$ cat src/rtl/mem_access_unit.sv
// Load/store sequencer between the MEM stage and a word-ported data memory.
// Optional MAU_ALIGN_CHECK_EN rejects misaligned halfword/word accesses.
module mem_access_unit #(
    parameter int unsigned ADDR_LIMIT = 64
) (
    input  logic        Clk,
    input  logic        Rst,
    input  logic        ReqValid,
    output logic        ReqReady,
    input  logic        ReqWrite,
    input  logic [1:0]  ReqSize,
    input  logic        ReqSigned,
    input  logic [31:0] ReqAddr,
    input  logic [31:0] ReqWData,
    output logic        RespValid,
    output logic [31:0] RespData,
    output logic        RespError,
    output logic [31:0] MemAddress,
    output logic [31:0] MemWriteData,
    output logic        MemRead,
    output logic        MemWrite,
    input  logic [31:0] MemReadData,
    input  logic        MemError
);

    localparam logic [31:0] LAST_WORD = 32'(ADDR_LIMIT - 4);
    localparam logic [1:0]  SZ_BYTE   = 2'b00;
    localparam logic [1:0]  SZ_HALF   = 2'b01;
    localparam logic [1:0]  SZ_WORD   = 2'b10;
    localparam logic [1:0]  SZ_ILL    = 2'b11;

    typedef enum logic [1:0] {IDLE, READ, WRITE, RESP} state_t;

    state_t      state_q, state_d;
    logic        write_q, write_d;
    logic [1:0]  size_q, size_d;
    logic        signed_q, signed_d;
    logic [31:0] addr_q, addr_d;
    logic [31:0] wdata_q, wdata_d;
    logic        resp_valid_q, resp_valid_d;
    logic        resp_error_q, resp_error_d;
    logic [31:0] resp_data_q, resp_data_d;
    logic        mem_read_q, mem_read_d;
    logic        mem_write_q, mem_write_d;
    logic [31:0] mem_address_q, mem_address_d;
    logic [31:0] mem_wdata_q, mem_wdata_d;

    logic        accept;
    logic        misaligned;
    logic        req_error;

    // Insert store data into the lanes selected by size and byte offset.
    function automatic logic [31:0] merge_word(input logic [31:0] base, input logic [31:0] wdata,
                                               input logic [1:0] size, input logic [1:0] lane);
        logic [31:0] w;
        w = base;
        case (size)
            SZ_BYTE: w[{lane, 3'b000} +: 8]       = wdata[7:0];
            SZ_HALF: w[{lane[1], 4'b0000} +: 16]  = wdata[15:0];
            default: w                            = wdata;
        endcase
        return w;
    endfunction

    // Pick the addressed byte/halfword and extend it to 32 bits.
    function automatic logic [31:0] load_extract(input logic [31:0] data, input logic [1:0] size,
                                                 input logic [1:0] lane, input logic sgn);
        logic [7:0]  b;
        logic [15:0] h;
        logic [31:0] r;
        b = data[{lane, 3'b000} +: 8];
        h = data[{lane[1], 4'b0000} +: 16];
        case (size)
            SZ_BYTE: r = {{24{sgn & b[7]}}, b};
            SZ_HALF: r = {{16{sgn & h[15]}}, h};
            default: r = data;
        endcase
        return r;
    endfunction

    assign ReqReady = (state_q == IDLE) && Rst;
    assign accept   = ReqValid && ReqReady;

`ifdef MAU_ALIGN_CHECK_EN
    assign misaligned = ((ReqSize == SZ_WORD) && (ReqAddr[1:0] != 2'b00)) ||
                        ((ReqSize == SZ_HALF) && ReqAddr[0]);
`else
    assign misaligned = 1'b0;
`endif

    assign req_error = (ReqSize == SZ_ILL) || ({ReqAddr[31:2], 2'b00} > LAST_WORD) || misaligned;

    // Next-state and next-output decode; outputs are registered from the target state.
    always_comb begin
        state_d       = state_q;
        write_d       = write_q;
        size_d        = size_q;
        signed_d      = signed_q;
        addr_d        = addr_q;
        wdata_d       = wdata_q;
        resp_valid_d  = 1'b0;
        resp_error_d  = 1'b0;
        resp_data_d   = resp_data_q;
        mem_read_d    = 1'b0;
        mem_write_d   = 1'b0;
        mem_address_d = 32'h0;
        mem_wdata_d   = 32'h0;

        case (state_q)
            IDLE: begin
                if (accept) begin
                    write_d  = ReqWrite;
                    size_d   = ReqSize;
                    signed_d = ReqSigned;
                    addr_d   = ReqAddr;
                    wdata_d  = ReqWData;
                    if (req_error) begin
                        state_d      = RESP;
                        resp_valid_d = 1'b1;
                        resp_error_d = 1'b1;
                        resp_data_d  = 32'h0;
                    end else if (!ReqWrite || (ReqSize != SZ_WORD)) begin
                        state_d       = READ;
                        mem_read_d    = 1'b1;
                        mem_address_d = {ReqAddr[31:2], 2'b00};
                    end else begin
                        state_d       = WRITE;
                        mem_write_d   = 1'b1;
                        mem_address_d = {ReqAddr[31:2], 2'b00};
                        mem_wdata_d   = ReqWData;
                    end
                end
            end
            READ: begin
                if (MemError) begin
                    state_d      = RESP;
                    resp_valid_d = 1'b1;
                    resp_error_d = 1'b1;
                    resp_data_d  = 32'h0;
                end else if (!write_q) begin
                    state_d      = RESP;
                    resp_valid_d = 1'b1;
                    resp_data_d  = load_extract(MemReadData, size_q, addr_q[1:0], signed_q);
                end else begin
                    state_d       = WRITE;
                    mem_write_d   = 1'b1;
                    mem_address_d = {addr_q[31:2], 2'b00};
                    mem_wdata_d   = merge_word(MemReadData, wdata_q, size_q, addr_q[1:0]);
                end
            end
            WRITE: begin
                state_d      = RESP;
                resp_valid_d = 1'b1;
                resp_data_d  = 32'h0;
            end
            RESP: begin
                state_d = IDLE;
            end
            default: begin
                state_d = IDLE;
            end
        endcase
    end

    always_ff @(posedge Clk) begin
        if (!Rst) begin
            state_q       <= IDLE;
            write_q       <= 1'b0;
            size_q        <= 2'b00;
            signed_q      <= 1'b0;
            addr_q        <= 32'h0;
            wdata_q       <= 32'h0;
            resp_valid_q  <= 1'b0;
            resp_error_q  <= 1'b0;
            resp_data_q   <= 32'h0;
            mem_read_q    <= 1'b0;
            mem_write_q   <= 1'b0;
            mem_address_q <= 32'h0;
            mem_wdata_q   <= 32'h0;
        end else begin
            state_q       <= state_d;
            write_q       <= write_d;
            size_q        <= size_d;
            signed_q      <= signed_d;
            addr_q        <= addr_d;
            wdata_q       <= wdata_d;
            resp_valid_q  <= resp_valid_d;
            resp_error_q  <= resp_error_d;
            resp_data_q   <= resp_data_d;
            mem_read_q    <= mem_read_d;
            mem_write_q   <= mem_write_d;
            mem_address_q <= mem_address_d;
            mem_wdata_q   <= mem_wdata_d;
        end
    end

    assign RespValid    = resp_valid_q;
    assign RespError    = resp_error_q;
    assign RespData     = resp_data_q;
    assign MemRead      = mem_read_q;
    assign MemWrite     = mem_write_q;
    assign MemAddress   = mem_address_q;
    assign MemWriteData = mem_wdata_q;

endmodule

$ cat config.mk
export PLATFORM = sky130hd
export DESIGN_NAME = mem_access_unit
export DESIGN_NICKNAME = d
export VERILOG_FILES = /design/src/rtl/mem_access_unit.sv
export SDC_FILE = /design/constraint.sdc
export NUM_CORES = 1
export LEC_CHECK = 0
export CORE_MARGIN = 5
export CORE_UTILIZATION = 45
export CTS_CLUSTER_DIAMETER = 50
export CTS_CLUSTER_SIZE = 10
export DETAILED_ROUTE_END_ITERATION = 12
export DONT_BUFFER_PORTS = 1
export HOLD_SLACK_MARGIN = 0.06
export SKIP_LAST_GASP = 1
export SLEW_MARGIN = 20
export SYNTH_ARGS = -nofsm -noshare
export SYNTH_HDL_FRONTEND = slang
export SYNTH_SLANG_ARGS = --single-unit
$ cat constraint.sdc
create_clock -name Clk -period 4.1 [get_ports Clk]
set_input_delay 0.82 -clock Clk [delete_from_list [all_inputs] [get_ports Clk]]
set_output_delay 0.82 -clock Clk [all_outputs]
set_load 0.02 [all_outputs]
== Word-level counts from Yosys, hierarchy flattened ==
Cells that the tools add are included.

* Output and inout bits: 101
* Flip-flop bits (word level): 170

* Muxes and demuxes: 40
* Bitwise operators: 5
* Reductions and logical operators: 11
* Equal/unequal tests: 9
* $lt $le $gt $ge: 1
* Shifts and indexed selects: 6
* Add/sub/neg operators: 2

{| class="wikitable"
|+ Operator list
! operator !! number
|-
| 32-bit 2-to-1 mux || 13
|-
| 32-bit one-hot mux with 2 select lines || 4
|-
| 32-bit one-hot mux with 3 select lines || 1
|-
| 32-bit bitwise mux || 2
|-
| 32-bit by 6-bit greater-than comparator with 1-bit output (second input constant) || 1
|-
| 16-bit by 7-bit variable shift with 32-bit output (first input constant) || 1
|-
| 8-bit by 7-bit variable shift with 32-bit output (first input constant) || 1
|-
| 16-bit by 7-bit indexed part select with 32-bit output || 1
|-
| 32-bit by 6-bit indexed part select with 16-bit output || 1
|-
| 32-bit by 6-bit indexed part select with 8-bit output || 1
|-
| 8-bit by 7-bit indexed part select with 32-bit output || 1
|-
| 5-bit negator with 7-bit output || 2
|-
| 1-bit 2-to-1 mux || 13
|-
| 2-bit one-hot mux with 4 select lines || 1
|-
| 2-bit equality test (second input constant) || 3
|-
| 2-bit 2-to-1 mux || 3
|-
| 2-bit != test (second input constant) || 3
|-
| 2-bit by 1-bit equality test with 1-bit output (second input constant) || 2
|-
| 2-bit logical NOT || 2
|-
| 1-bit one-hot mux with 2 select lines || 2
|-
| 4-bit AND reduction || 1
|-
| 4-bit OR reduction || 1
|-
| 3-bit != test (second input constant) || 1
|-
| 1-bit inverter || 3
|-
| other kinds (7) || 10
|}

== Longest topological paths before layout ==
* Word-level depth: 7
* Mapped depth: 9

== Worst setup path after synthesis ==
No wires, ideal clock.

* Path kind: register -> register
* Start: reg addr_q[1]
* End: reg mem_wdata_q[22] (netlist: MemWriteData[22])
* Library setup time: 75 ps
* Slack: 2002 ps
* Cell stages (with the launch flop): 10
* Data arrival time: 2024 ps
* Cell sequence: dfxtp_1 -> buf_2 -> clkinv_1 -> ha_1 -> nor4bb_1 -> clkbuf_1 -> a221oi_1 -> a211oi_1 -> a21oi_1 -> o22ai_1

* Longest elaborated chain between the ends: 7
* Elaborated cells on any way between the ends: 12
* Those cells by class: 2 x add/sub; 4 x shift; 6 x mux

{| class="wikitable"
|+ Ends and longest elaborated chain
! what !! line !! source
|-
| from (decl) || 38 || <nowiki>logic [31:0] addr_q, addr_d;</nowiki>
|-
| from (signal assigned) || 185 || <nowiki>addr_q <= addr_d;</nowiki>
|-
| 5-bit negator with 7-bit output, on equally long branches || 59, 58 ||
|-
| 16-bit by 7-bit indexed part select with 32-bit output (tied with other cells) || 59 || <nowiki>SZ_HALF: w[{lane[1], 4'b0000} +: 16] = wdata[15:0];</nowiki>
|-
| 32-bit bitwise mux, on equally long branches || 59, 58 ||
|-
| 32-bit one-hot mux with 2 select lines (*) || 57 || <nowiki>case (size)</nowiki>
|-
| 32-bit 2-to-1 mux (*) || 140 || <nowiki>end else if (!write_q) begin</nowiki>
|-
| 32-bit 2-to-1 mux (*) || 135 || <nowiki>if (MemError) begin</nowiki>
|-
| 32-bit one-hot mux with 2 select lines (*) || 109 || <nowiki>case (state_q)</nowiki>
|-
| to (signal assigned) || 193 || <nowiki>mem_wdata_q <= mem_wdata_d;</nowiki>
|-
| to (decl) || 46 || <nowiki>logic [31:0] mem_wdata_q, mem_wdata_d;</nowiki>
|}

Every way passes the cells marked *; elsewhere a longest branch is shown, timed or not.
A chain may end at the register's enable or synchronous reset.

== Final worst setup path ==
* Start: reg addr_q[0]
* End: reg mem_wdata_q[7] (netlist: MemWriteData[7])

* Longest elaborated chain between the ends: 7
* Elaborated cells on any way between the ends: 8
* Those cells by class: 1 x add/sub; 2 x shift; 5 x mux

{| class="wikitable"
|+ Ends and longest elaborated chain
! what !! line !! source
|-
| 5-bit negator with 7-bit output (*) || 58 || <nowiki>SZ_BYTE: w[{lane, 3'b000} +: 8] = wdata[7:0];</nowiki>
|-
| 8-bit by 7-bit indexed part select with 32-bit output / 8-bit by 7-bit variable shift with 32-bit output (equally long branches) || 58 ||
|-
| 32-bit bitwise mux (*) || 58 ||
|-
| 32-bit one-hot mux with 2 select lines (*) || 57 ||
|-
| 32-bit 2-to-1 mux (*) || 140 ||
|-
| 32-bit 2-to-1 mux (*) || 135 ||
|-
| 32-bit one-hot mux with 2 select lines (*) || 109 ||
|}

Marks and branches as above.

==> summary.txt <==
Global routing
  • GRT Util Overall: 0.226
  • First-pass GRT wire length: 36200 um
  • Number of global-route vias before repair: 6257
  • Maximum number of pins on one net before global-route repair: 110
  • Overflow left after global routing: 0
  • Antenna violations before repair: 0

Route
  • Via count: approximately 6400
  • Via count normalized by instance count: 5.96
  • DRC viols: 0
  • DRT antenna net count: 0
  • Drt total wl: around 24000 um
  • DRT iter0 DRCs: 507
  • Average wire per standard cell: 21.9 um
  • Drt first pass iters: 5

Power
  • Share of total power in the clock network: 0.353
  • Switching power summed over all nets: 1.48 mW
  • Total power after layout: 4.57 mW
  • Power density over cell area: between 500 and 600 nW/um^2
  • IR Drop Worst-Case VDD: 0.309 mV
  • Standby leakage power: 3.08 nW
  • Combinational power share: 0.237
  • Proportion of power drawn by flip-flops and latches: 0.410
  • Internal Pwr Total: 3.09 mW
  • Net switching share of the total power: 0.325

Die
  • Core box area: 17200 sq um
  • Die outline width: ~140 um
  • Vertical die dimension: 142 um
  • Area of the die: 20300 sq um
  • Top Ports: 205
  • Std-Cell Rows: 48
  • Initial Util: 0.457

Setup path
  • Critical register-to-register path startpoint: addr_q[0]$_SDFFE_PN0P_
  • Endpoint of the most critical setup path: MemWriteData[7]$_SDFF_PN0_
  • Largest delay contributor family on the critical path: compound AO/OA/AOI/OAI gates
  • Startpoint kind of the worst setup timing path: flop
  • Number of cell instances on the worst register-to-register path: 6
  • Kind of critical path: flop to flop
  • Endpoint of the worst register-to-register path: MemWriteData[7]$_SDFF_PN0_
  • Number of buffers and inverters on the critical path: 1
  • Crit path largest cell delay: 0.61 ns
  • Highest-delay cell along the critical path: sky130_fd_sc_hd__dfxtp_1
  • Worst-path maximum fanout: 13
  • Path length in cells of the critical path: 6
  • Timing startpoint of the critical path: addr_q[0]$_SDFFE_PN0P_
  • Required time at the endpoint of the critical path: 4.45 ns
  • Setup crit end kind: flop
  • WP data arrival: ~3.0 ns
  • CP Cell Sequence: inv_1 > ha_1 > nor3b_2 > o31ai_1 > a221oi_1 > o21bai_4
  • Setup slack on the worst flop-to-flop path: 1.48 ns

Yosys
  • Sequential fraction of the synthesis area: 0.427
  • Synth warnings: 0
  • Number of flops mapped to enable cells by yosys: 0
  • Area share of the largest cell type after synthesis: 0.427
  • Mapped cell area: 7880 sq um
  • Number of distinct library cells after synthesis: 56
  • Fraction of registers with async set or reset after synthesis: 0
  • Average cell area after synthesis: ~8.8 sq um
  • Leading post-synthesis cells by cell area: sky130_fd_sc_hd__dfxtp_1 (43%), sky130_fd_sc_hd__nand2_1 (9.4%), sky130_fd_sc_hd__mux2i_1 (6.5%), sky130_fd_sc_hd__a21boi_0 (6.0%), sky130_fd_sc_hd__a21oi_1 (3.6%)
  • Synthesized instance count: 891
  • Cell type with the highest aggregate area in the netlist: sky130_fd_sc_hd__dfxtp_1
  • Number of register bits inferred by synthesis: 168
  • Most common flop cell mapped by yosys: sky130_fd_sc_hd__dfxtp_1

Placed design
  • Number of buffers inserted by port buffering: 0
  • Cells after DPL: 1051
  • HPWL after detailed placement: 16800 um
  • Global placement routability congestion: 0.855

Run status
  • Status: complete, no violations

Clock tree
  • Latest clock arrival within the worst-skew pair: 0.42 ns
  • Clock root buffer: sky130_fd_sc_hd__clkbuf_16
  • Clock tree from TritonCTS: built
  • Clock-pin transition on the worst setup and hold timing paths: 0.06 ns
  • Buffers from clock root to sink, at most: 2
  • Number of clock sinks: 168
  • Post CTS Setup Buffer Count: 0
  • Number of buffers created by CTS: 17
  • Hold buffer count at cts: 0
  • Post-cts sizing count: 0
  • Number of H-tree levels: 4

STA
  • Post-Route Setup TNS: 0 ns
  • Worst clock skew: 0.00983 ns
  • Worst slew margin: 0.360
  • Share of the clock period used by the worst path after layout: 0.640
  • Worst Hold Margin: 0.460 ns
  • Unrepaired setup endpoints after global routing: false
  • Worst-Margin Slew: 0.959 ns
  • Hold violation total from the final report: 0
  • Min Tclk post-route: 2.62 ns
  • Timing-limited maximum frequency: 0.381 GHz
  • Setup-failing EPs final: 0
  • Max Transition Viols Final: 0

Worst hold path
  • Type of the worst min-delay path: flop to flop
  • Hold Path Depth: 2

Flow run
  • Total of max-cap violations: 0

Finish
  • Proportion of layout cells with a drive suffix above 1: 0.0887
  • Area grow syn2layout: 7.48%
  • Final standard cell count with taps included and fillers excluded: 1082
  • Number of inserted diodes: 0
  • Most common cell after layout, fill and taps aside: sky130_fd_sc_hd__nand2_1
  • NumNets Final: 959
  • Top library cells by usage in the layout, fill and taps aside: sky130_fd_sc_hd__nand2_1 (196), sky130_fd_sc_hd__dfxtp_1 (165), sky130_fd_sc_hd__a21boi_0 (63)
[cell usage after synthesis, types with 2 or more instances]
cell / instances
sky130_fd_sc_hd__and3_1: 27
sky130_fd_sc_hd__o22ai_1: 31
sky130_fd_sc_hd__a21oi_1: 57
sky130_fd_sc_hd__nand2_1: 197
sky130_fd_sc_hd__o211ai_1: 10
sky130_fd_sc_hd__clkbuf_1: 39
sky130_fd_sc_hd__and3b_1: 2
sky130_fd_sc_hd__nor2_1: 19
sky130_fd_sc_hd__buf_2: 25
sky130_fd_sc_hd__o221ai_1: 6
sky130_fd_sc_hd__a21boi_0: 63
sky130_fd_sc_hd__a22o_1: 8
sky130_fd_sc_hd__nand2b_1: 4
sky130_fd_sc_hd__buf_1: 2
sky130_fd_sc_hd__ha_1: 10
sky130_fd_sc_hd__buf_4: 9
sky130_fd_sc_hd__nor3_2: 2
sky130_fd_sc_hd__mux2_2: 9
sky130_fd_sc_hd__dfxtp_1: 168
sky130_fd_sc_hd__nor4_2: 2
sky130_fd_sc_hd__nor4_1: 4
sky130_fd_sc_hd__mux2i_1: 51
sky130_fd_sc_hd__a221oi_1: 30
sky130_fd_sc_hd__inv_1: 7
sky130_fd_sc_hd__a211oi_1: 17
sky130_fd_sc_hd__buf_6: 4
sky130_fd_sc_hd__nor4bb_1: 2
sky130_fd_sc_hd__o21ai_0: 20
sky130_fd_sc_hd__o31ai_1: 7
sky130_fd_sc_hd__and2_1: 9
sky130_fd_sc_hd__nor2b_1: 17
sky130_fd_sc_hd__a32o_1: 4
sky130_fd_sc_hd__o21bai_4: 6
[registers in the layout, indices dropped and copies added, names as in the netlist, 2 cells and up]
| signal | count |
|---|---|
| state_q | 2 |
| MemWriteData | 32 |
| size_q | 2 |
| wdata_q | 32 |
| addr_q | 32 |
| RespData | 32 |
| MemAddress | 30 |
[per-stage QoR]
step | worst slack (ns) | util | cell area (sq um)
CTS | 1.52 | 0.491 | 8470
floorplan | 2.00 | - | 7890
global route | 1.30 | 0.491 | 8470
global placement | 1.50 | 0.457 | 7880
detailed placement | 1.38 | 0.457 | 7880
finish | 1.48 | 0.491 | 8470
[area by class of cell]
class | count | area [sq um]
fill | 1609 | 8770
timing repair buffer | 13 | 97.6
clock buffer | 21 | 470
sequential | 168 | 3370
multi-input combinational | 637 | 4100
tap | 225 | 282
clock inverter | 10 | 120
inverter | 8 | 30.0
[kinds of logic (layout without fill, tap and decap cells)]
group,after synthesis,count (layout),synth area share
adder cells (fa/ha/maj),10,10,0.0159
multiplexers,60,60,0.0776
buffers and inverters,87,52,0.0535
other,1,2,0.000476
AO/OA/AOI/OAI,267,267,0.246
flip-flops,168,168,0.427
AND/OR/NAND/NOR,298,298,0.180
[routing by layer]
layer  vias up  share of wire  global-route usage
met5         -              0                   0
met4         0          0.020              0.0715
met3        41          0.098              0.0806
met2       262           0.44               0.330
met1      3064           0.45               0.314
li1       3079              -                   -
[tightest hold or removal path, cell delays in order (launching register included)]
cell,delay [ns]
sky130_fd_sc_hd__dfxtp_1,0.31
sky130_fd_sc_hd__nand2_1,0.04
sky130_fd_sc_hd__a21boi_0,0.06
[power groups by stage]
| stage | sequential [mW] | combinational, mW | clock [mW] |
|---|---|---|---|
| after floorplan | 1.85 | 0.946 | 0 |
| after global placement | 1.91 | 1.05 | 0 |
| after detailed placement | 1.91 | 1.08 | 0 |
| after CTS | 1.88 | 1.08 | 1.65 |
| after global routing | 1.89 | 1.19 | 1.72 |
| final | 1.88 | 1.08 | 1.61 |
[how the worst min path moves through the flow]
stage                                         from                       end  slack (ns)
final                      addr_q[10]$_SDFFE_PN0P_   addr_q[10]$_SDFFE_PN0P_        0.46
after global routing      wdata_q[22]$_SDFFE_PN0P_  wdata_q[22]$_SDFFE_PN0P_        0.48
after CTS                  addr_q[23]$_SDFFE_PN0P_   addr_q[23]$_SDFFE_PN0P_        0.46
after detailed placement   addr_q[23]$_SDFFE_PN0P_   addr_q[23]$_SDFFE_PN0P_        0.45
after global placement     addr_q[15]$_SDFFE_PN0P_   addr_q[15]$_SDFFE_PN0P_        0.45
after floorplan            addr_q[29]$_SDFFE_PN0P_   addr_q[29]$_SDFFE_PN0P_        0.44
Power figures use the tool's default switching activity.
==> patch (config.mk and constraints unchanged) <==
Reset style: asynchronous (`Rst`), changed in one clocked block.
--- a/src/rtl/mem_access_unit.sv
+++ b/src/rtl/mem_access_unit.sv
@@ -164,3 +164,3 @@
 
-    always_ff @(posedge Clk) begin
+    always_ff @(posedge Clk or negedge Rst) begin
         if (!Rst) begin
Function: changed (a bounded check fails within 4 cycles, from zero or initial values and one cycle with Rst low; the reset may be asserted at any time).
==> patch against the original RTL <==
- first-iteration DRC count rose by 57%
- synthesized cell count fell by 8.6%
- sequential cell count did not move
- routed wire length rose by 4.8%
- via count fell by 2.3%
- setup slack got worse by 0.38 ns
- area after synthesis rose by 2.6%
- final area rose by 4.2%
Power is not compared: it rests on default switching activity, and its combinational part moved more than twofold at a synthesized area within 25%.
==> patch: results (changes against the original RTL) <==
- Fillers: 1603 (-0.37%)
- Ant. Diodes: 0 (unchanged)
- Wire per inst: 24.13 um (+10%)
- # resized after CTS: 0 (unchanged)
- WP data arrival: 3.35 ns (+0.38 ns)
- GRT Util Overall: 24.02% (+1.4 points)
- Top cells by count, synth: nand2_1, dfrtp_1, clkbuf_1, o22ai_1, o21ai_0
- Clock slew at reported path FFs: 0.07 ns
- CP max FO: 16 (+3)
- Antenna violations before repair: 0 (unchanged)
- Synth cell types: 51 (-8.9%)
- DRT iter0 DRCs: 794 (+57%)
- Setup Fix Bufs, Post-CTS: 0 (unchanged)
- R2R depth: 7 (+1)
- GP Congestion: 0.8681 (+1.6%)
- Seq/Total Area, Yosys: 51.99% (+9.3 points)
- Worst Hold Class: in2async
- TritonCTS buffer count: 17 (unchanged)
- Layout net count: 899 (-6.3%)
- Detailed Routing Iterations Pass 1: 6 (+1)
- Dominant cells by area after synthesis: dfrtp_1, nand2_1, o22ai_1, a221oi_1, mux2i_1
- Prevailing post-synth register cell: dfrtp_1
- Fraction of synthesis flops using an asynchronous set or reset pin: 100.0% (+100 points)
- First-pass GRT wire length: 37960 um (+4.7%)
- Depth of the CTS H-tree: 4 (unchanged)
- Leakage: 4.110 nW
- Clock latency at the later pin of the worst-skew pair: 0.44 ns (+0.02 ns)
- Max rail drop VDD: 0.3388 mV
- RR Startpoint: addr_q[0]
- Share of layout cells above drive strength 1: 9.900% (+1.0 points)
- CTS Root Cell: clkbuf_16
- Deepest clock path buffer count: 2 (unchanged)
- Post-synth EDFFs: 0 (unchanged)
- Post-DR vias/cell: 6.130 (+2.9%)
- Worst Skew: 0.01269 ns (+0.002864 ns)
- Rel. slew slack: 28.47% (-7.5 points)
- Dpl hpwl: 16920 um (+0.76%)
- Largest net degree at the start of global routing: 171 (+55%)
- Vias in the first global route: 6388 (+2.1%)
- Startpoint Class: register
- Port Buf Inserts: 0 (unchanged)
- Run status: finished, final reports clean
- YS warnings: 0 (unchanged)
[patch: cell count changes in the layout (fill, tap and decap cells not counted), moves of 12 or more]
cell and change:
dfrtp_1 +166, dfxtp_1 -165, a21boi_0 -55, mux2i_1 -31
a21oi_1 -30, o21ai_0 +15, o2bb2ai_1 +15, a211oi_1 -14
a22o_1 +14, inv_1 +14, nor2_1 +12
[patch: cell families (layout without fill, tap and decap cells)]
group | Yosys count | count (layout) | share of synthesized area (%)
buffers and inverters | 85 | 68 | 4.595
DFF | 168 | 168 | 51.99
AOI/OAI and AO/OA | 218 | 218 | 20.46
adders and majority gates | 10 | 10 | 1.547
other | 1 | 2 | 0.04637
and+or+nand+nor | 299 | 299 | 16.11
muxes | 33 | 33 | 5.261
[patch: final timing paths]
kind                                     to  slack [ns]
max                        MemWriteData[10]        1.10
min                          MemAddress[16]        0.09
max reg2reg                MemWriteData[10]        1.10
min reg2reg                      addr_q[12]        0.47
max in group asynchronous        addr_q[21]        2.78
min in group Clk                 addr_q[12]        0.47
[patch: per-stage QoR]
step	worst slack, ns	std cells	hold slack (ns)	cell area [um^2]	power [mW]
3_3_place_gp	1.187	993	0.4501	8197	4.935
5_1_grt	0.8533	1027	0.06546	8823	7.113
4_1_cts	1.147	1025	0.06035	8796	6.709
2_1_floorplan	1.374	815	0.4379	8090	4.463
3_5_place_dp	1.128	993	0.4569	8197	5.027
6_report	1.097	1027	0.08604	8823	6.704
[patch: critical path: stages (launching register included)]
cell and delay, ns:
dfrtp_1 0.75, inv_1 0.26, ha_1 0.41, nand3b_1 0.10
nor3_1 0.82, a222oi_1 0.20, a21boi_0 0.18, o22ai_1 0.19
[patch: cell type report]
cell class	count	share of cell area, %
Tap cell	229	3.247
Timing Repair Buffer	15	1.333
Clock inverter	15	1.971
Clock buffer	17	4.821
Multi-Input combinational cell	562	40.06
Inverter	21	0.8934
Sequential cell	168	47.67
[patch: per-layer routing]
metal / routed length [um] / share of wire (%) / GRT usage (%)
met5: 0 / 0 / 0
met4: 397 / 1.6 / 6.591
met3: 2709 / 11 / 9.061
met2: 11480 / 46 / 35.84
met1: 10200 / 41 / 33.09
[patch: where the power goes]
part	internal, mW	switching [mW]	total, mW	leakage (nW)
clock network	0.924	0.744	1.67	0.300
registers	2.12	0.647	2.77	2.22
logic	0.897	1.37	2.27	1.59
total	3.94	2.76	6.70	4.11
